### src/rtl/w4822_pkg.sv
// Shared types, sizes and arithmetic helpers for the 64-tap Q15 FIR.
// Latency: n/a (package only).
// Backpressure: n/a.
package w4822_pkg;

  // Filter geometry
  localparam int TAPS = 64;
  localparam int DW   = 16;
  localparam int AW   = 6;

  // Accumulator width: 64 products of 31 magnitude bits need 37 bits, plus sign.
  localparam int ACCW = 38;

  // Q15 output limits expressed at accumulator width for direct comparison.
  localparam logic signed [ACCW-1:0] QMAX = 38'sd32767;
  localparam logic signed [ACCW-1:0] QMIN = -38'sd32768;

  // Rounding constant for round-half-up before dropping 15 fraction bits.
  localparam logic signed [ACCW-1:0] QHALF = 38'sd16384;

  // Sequencer states
  typedef enum logic [1:0] {
    IDLE = 2'd0,
    MAC  = 2'd1,
    DONE = 2'd2
  } state_t;

  // Convert a Q30 accumulator to Q15: add half an LSB, arithmetic shift,
  // then clamp into the 16-bit signed range.
  function automatic logic signed [DW-1:0] sat_round(input logic signed [ACCW-1:0] acc);
    logic signed [ACCW-1:0] r;
    r = (acc + QHALF) >>> 15;
    if (r > QMAX) begin
      sat_round = 16'sh7FFF;
    end else if (r < QMIN) begin
      sat_round = 16'sh8000;
    end else begin
      sat_round = r[DW-1:0];
    end
  endfunction

endpackage

### src/rtl/w4822_fir_mac.sv
// Signed 16x16 multiply with 38-bit accumulate and Q15 round/saturate output.
// Latency: one clk per accumulate; res is combinational from the accumulator.
// Backpressure: none; the sequencer drives clr/en directly.
module w4822_fir_mac
  import w4822_pkg::*;
(
  input  logic                 clk,
  input  logic                 rst_n,
  input  logic                 clr,
  input  logic                 en,
  input  logic signed [DW-1:0] a,
  input  logic signed [DW-1:0] b,
  output logic signed [DW-1:0] res
);

  logic signed [2*DW-1:0] prod;
  logic signed [ACCW-1:0] acc;

  // Full-precision signed product (Q30).
  assign prod = a * b;

  // Accumulator: clear wins over accumulate so a new sample always starts at zero.
  always_ff @(posedge clk) begin
    if (!rst_n) begin
      acc <= '0;
    end else if (clr) begin
      acc <= '0;
    end else if (en) begin
      acc <= acc + ACCW'(prod);
    end
  end

  // Rounded, saturated view of the running sum; sampled by the top in DONE.
  assign res = sat_round(acc);

endmodule

### src/rtl/w4822_fir.sv
// 64-tap Q15 FIR: one sample per start, 64 serial MAC cycles, loadable coefficients.
// Latency: dout/valid update 65 clk edges after the start edge; 66-cycle throughput.
// Backpressure: none; a start arriving while busy is dropped without side effects.
module w4822_fir #(
  parameter int TAPS = 64,
  parameter int DW   = 16,
  parameter int AW   = 6
) (
  input  logic                 clk,
  input  logic                 rst_n,
  input  logic                 clk_slow,
  input  logic                 valid_in,
  input  logic signed [DW-1:0] din,
  input  logic signed [DW-1:0] cin,
  input  logic        [AW-1:0] caddr,
  input  logic                 cload,
  output logic signed [DW-1:0] dout,
  output logic                 valid
);

  import w4822_pkg::*;

  localparam logic [AW-1:0] LAST_TAP = AW'(TAPS - 1);

  logic                 clk_slow_q;
  logic                 start_req;
  logic                 start;
  state_t               state;
  logic        [AW-1:0] head;
  logic        [AW-1:0] base;
  logic        [AW-1:0] k;
  logic        [AW-1:0] xidx;
  logic                 mac_en;
  logic signed [DW-1:0] mac_res;
  logic signed [DW-1:0] coef_rd;
  logic signed [DW-1:0] samp_rd;

  logic signed [DW-1:0] cmem  [TAPS];
  logic signed [DW-1:0] xline [TAPS];

  // A start is either a fresh rising edge of the sample strobe or a valid_in
  // pulse; it is only honoured in IDLE, so a busy filter drops the sample.
  assign start_req = (clk_slow & ~clk_slow_q) | valid_in;
  assign start     = start_req & (state == IDLE);

  // base holds the slot of x[n]; x[n-k] lives k slots further on (mod TAPS).
  assign xidx    = base + k;
  assign coef_rd = cmem[k];
  assign samp_rd = xline[xidx];
  assign mac_en  = (state == MAC);

  // Register the strobe so a held-high clk_slow yields exactly one start.
  always_ff @(posedge clk) begin
    if (!rst_n) begin
      clk_slow_q <= 1'b0;
    end else begin
      clk_slow_q <= clk_slow;
    end
  end

  // Coefficient register file: writable in any state, read asynchronously by tap index.
  always_ff @(posedge clk) begin
    if (!rst_n) begin
      for (int i = 0; i < TAPS; i++) begin
        cmem[i] <= '0;
      end
    end else if (cload) begin
      cmem[caddr] <= cin;
    end
  end

  // Delay line: each accepted sample overwrites the oldest slot at head.
  always_ff @(posedge clk) begin
    if (!rst_n) begin
      for (int i = 0; i < TAPS; i++) begin
        xline[i] <= '0;
      end
    end else if (start) begin
      xline[head] <= din;
    end
  end

  // Sequencer: IDLE -> MAC (TAPS cycles) -> DONE (publish result) -> IDLE.
  always_ff @(posedge clk) begin
    if (!rst_n) begin
      state <= IDLE;
      head  <= '0;
      base  <= '0;
      k     <= '0;
      dout  <= '0;
      valid <= 1'b0;
    end else begin
      valid <= 1'b0;
      case (state)
        IDLE: begin
          if (start) begin
            base  <= head;
            head  <= head - 1'b1;
            k     <= '0;
            state <= MAC;
          end
        end
        MAC: begin
          k <= k + 1'b1;
          if (k == LAST_TAP) begin
            state <= DONE;
          end
        end
        DONE: begin
          dout  <= mac_res;
          valid <= 1'b1;
          state <= IDLE;
        end
        default: begin
          state <= IDLE;
        end
      endcase
    end
  end

  // Shared multiply-accumulate datapath; cleared on the start edge.
  w4822_fir_mac u_mac (
    .clk   (clk),
    .rst_n (rst_n),
    .clr   (start),
    .en    (mac_en),
    .a     (coef_rd),
    .b     (samp_rd),
    .res   (mac_res)
  );

endmodule

### config.mk
export PLATFORM = sky130hd
export DESIGN_NAME = w4822_fir
export DESIGN_NICKNAME = d
export VERILOG_FILES = /design/src/rtl/w4822_pkg.sv /design/src/rtl/w4822_fir_mac.sv /design/src/rtl/w4822_fir.sv
export SDC_FILE = /design/constraint.sdc
export NUM_CORES = 2
export LEC_CHECK = 0
export CELL_PAD_IN_SITES_DETAIL_PLACEMENT = 2
export CELL_PAD_IN_SITES_GLOBAL_PLACEMENT = 2
export CORE_MARGIN = 2
export CORE_UTILIZATION = 43
export DETAILED_ROUTE_END_ITERATION = 6
export DONT_BUFFER_PORTS = 1
export PLACE_DENSITY_LB_ADDON = 0.1
export SLEW_MARGIN = 10
export SYNTH_ARGS = -nofsm -noshare
export SYNTH_HDL_FRONTEND = slang
export SYNTH_SLANG_ARGS = --single-unit
### constraint.sdc
create_clock -name clk -period 8.93 [get_ports clk]
set_clock_uncertainty 0.05 [all_clocks]
set_input_delay 1.3395 -clock clk [delete_from_list [all_inputs] [get_ports clk]]
set_output_delay 1.3395 -clock clk [all_outputs]
set_load 0.1 [all_outputs]
==> impl_metrics.py <==
metrics = {
    "synthesis": {
        "mappedNetlistArea_sq_um": 109000,
        "synth_cells": 7453,
        "synth-async-reset-ratio_pct": 0,
        "ys_seq_area_share_pct": 58.0,
        "synth-edff-count": 2048,
        "total_number_of_yosys_warnings": 0,
        "synth_cell_types": 60,
        "number_of_nets_in_the_synthesized_netlist": 7938,
        "primary_flip_flop_cell_chosen_by_synthesis_mapping": "sky130_fd_sc_hd__edfxtp_1",
        "ys_seq_elements": 2130,
        "syn_avg_cell_area_sq_um": 14.6,
    },
    "layout": {
        "final_layout_size_suffix_gt1_share_pct": 23.0,
        "mostFrequentLayoutCell": "sky130_fd_sc_hd__and2_1",
        "finish.net_count": 8139,
        "layout.core_utilization_pct": 49.6,
        "instances_no_fill": 11207,
        "syn2layout_area_growth_pct": 14.6,
        "commonest_cells_after_routing_fill_and_taps_aside": "sky130_fd_sc_hd__and2_1 (2068), sky130_fd_sc_hd__edfxtp_1 (2048), sky130_fd_sc_hd__mux4_2 (641)",
    },
    "detailed_routing": {
        "detailroute.via_count": 63955,
        "average_vias_per_placed_instance": 5.71,
        "post_drt_wl_per_cell_microns": 31.7,
        "wirelength_microns": 355000,
        "final_antenna_net_count": 0,
        "route.detailed.drc": 0,
        "detailedRoute.firstPassIterationCount": 6,
        "drtIter0Drc": 5617,
    },
    "critical_path": {
        "slowest_stage": "sky130_fd_sc_hd__fa_4",
        "critical-path-max-stage-delay_ps": 930,
        "critical_path.startpoint_type": "register",
        "critical_path_arrival_ps": 9940,
        "cp_max_fo": 8,
        "most_frequent_cp_cell": "sky130_fd_sc_hd__buf_4",
        "crit_required_ps": 9660,
        "critical_path_class": "register to register",
        "reg2reg_setup_slack_ps": -290,
        "worstSetupEndpointType": "register",
    },
    "die": {
        "initial_utilization_pct": 43.3,
        "floorplan.die.height_microns": 507,
        "die_w_microns": 507,
        "dieArea_sq_um": 257000,
        "core_sq_um": 252000,
        "io_pins": 60,
        "placementRows": 184,
    },
    "sta": {
        "hold_ws_ps": 413,
        "achievable-frequency_ghz": 0.108,
        "rsz0062_at_grt": "true",
        "post-route-min-period_ps": 9220,
        "final_hold_viol_count": 0,
        "worst-slew-pin-transition_ps": 1320,
        "drv_slew": 0,
        "slew_headroom_pct": 11.7,
        "final_worst_setup_slack_ps": -288,
        "setup_viol": 18,
        "final.period_utilization_pct": 103,
    },
    "placed_design": {
        "detailed_place_hpwl_microns": 232000,
        "globalplace.congestion": 0.827,
        "numPlacedInstances": 10699,
        "i_o_buffers": 0,
        "place_worst_setup_slack_ps": -513,
    },
    "global_routing": {
        "grt.overflow.total": 0,
        "first_pass_grt_wire_length_microns": 518000,
        "gr_peak_layer": "met2",
        "grtUsageMet3_pct": 3.21,
        "grt_max_degree": 152,
        "grtUsageTotal_pct": 27.7,
        "initial_antenna_violation_count": 22,
        "gr-usage-met2_pct": 48.3,
        "first_global_vias": 71394,
        "met1_usage_pct": 36.8,
    },
    "cts": {
        "tritoncts": "yes",
        "cts_max_path_buffers": 3,
        "ctsRootBufferMaster": "sky130_fd_sc_hd__clkbuf_16",
        "clk_pin_slew_worst_setup_hold_paths_ps": 60,
        "cts-buffers-inserted": 230,
        "htreeDepth": 4,
        "clock_insertion_delay_worst_skew_ps": 940,
        "cts_hold_buffers": 0,
        "cts_sinks": 2130,
    },
    "status": {
        "run_status": "finished, violations left",
        "violated_checks": "negative setup slack",
    },
    "hold_path": {
        "hold_path_class": "register to register",
    },
    "job": {
        "max-cap-violations": 0,
    },
}
==> cell type report <==
class	count	area, sq um
flip-flops and latches	2130	63200
clock inverters	144	1700
inverters	375	1410
diodes	9	22.5
fillers	22955	127000
well taps	3348	4190
multi-input cells	4323	42800
repair buffers	594	5600
clock buffers	284	5960
==> cell usage after synthesis (15+ instances only) <==
cell type	instances	share of area, %
sky130_fd_sc_hd__nand3_1	43	0.20
sky130_fd_sc_hd__dfxtp_1	82	1.5
sky130_fd_sc_hd__edfxtp_1	2048	56
sky130_fd_sc_hd__buf_2	97	0.45
sky130_fd_sc_hd__mux2i_1	35	0.32
sky130_fd_sc_hd__or3_1	21	0.12
sky130_fd_sc_hd__xnor2_1	37	0.30
sky130_fd_sc_hd__xor2_1	18	0.14
sky130_fd_sc_hd__nor2_1	232	0.80
sky130_fd_sc_hd__buf_4	16	0.11
sky130_fd_sc_hd__and2_1	2071	12
sky130_fd_sc_hd__ha_1	118	1.4
sky130_fd_sc_hd__nand2b_1	55	0.32
sky130_fd_sc_hd__fa_1	324	6.0
sky130_fd_sc_hd__buf_1	47	0.16
sky130_fd_sc_hd__nand2_1	190	0.65
sky130_fd_sc_hd__inv_1	375	1.3
sky130_fd_sc_hd__or2_2	15	0.086
sky130_fd_sc_hd__a211oi_1	22	0.15
sky130_fd_sc_hd__a21oi_1	99	0.46
sky130_fd_sc_hd__clkbuf_1	455	1.6
sky130_fd_sc_hd__mux4_2	641	13
sky130_fd_sc_hd__nor2b_1	78	0.45
sky130_fd_sc_hd__o21ai_0	173	0.80
==> worst paths after layout <==
path	from	to	depth (start not counted)
min	u_mac.acc[9]	u_mac.acc[9]	2
min reg2reg	u_mac.acc[9]	u_mac.acc[9]	2
max reg2reg	base[0]	u_mac.acc[37]	37
max	base[0]	u_mac.acc[37]	37
==> cell families (layout without fill, tap and decap cells) <==
kind of cell	Yosys count	count (layout)	share of synthesized area (%)
AO/OA/AOI/OAI	375	375	1.98
XOR/XNOR	55	55	0.442
adder cells (fa/ha/maj)	442	442	7.31
buffers and inverters	1000	1397	3.68
flip-flops	2130	2130	58.0
multiplexers	690	690	13.7
other	0	9	0
AND/OR/NAND/NOR	2761	2761	14.9
==> state kept, by name (all words and copies together) (netlist names), named ones only <==
register	cells
xline	1024
u_mac.acc	38
cmem	1024
head	6
clk_slow_q	1
base	6
valid	1
k	6
dout	16
state	2
==> metrics by stage <==
step                TNS [ps]  instance area (sq um)
floorplan                  0                 109000
global placement       -2750                 115000
detailed placement     -5290                 115000
CTS                    -1280                 124000
global route           -7570                 125000
finish                 -2560                 125000
==> timing repair <==
action	in CTS	in global routing
setup buffers	28	37
cloned	5	3
pin swaps	17	76
setup endpoints to repair	21	22
resized for setup	88	178
==> per-layer routing <==
| metal | share of wire, % | vias to the layer above |
|---|---|---|
| met1 | 42 | 34924 |
| met2 | 51 | 1664 |
| met4 | 2.8 | 8 |
| met3 | 4.4 | 469 |
| li1 | - | 26890 |
| met5 | 0.019 | - |
==> critical path: cells and delay by family, from the launching register on <==
| kind | cells | cell delay (ps) |
|---|---|---|
| DFF | 1 | 350 |
| adders and majority gates | 9 | 4290 |
| buffers and inverters | 14 | 1650 |
| and+or+nand+nor | 6 | 910 |
| muxes | 3 | 1130 |
| AOI/OAI and AO/OA | 5 | 730 |
Power is left out: the tool's default activity adds up to more than one toggle a clock period on the data nets, which glitch-free logic cannot reach.
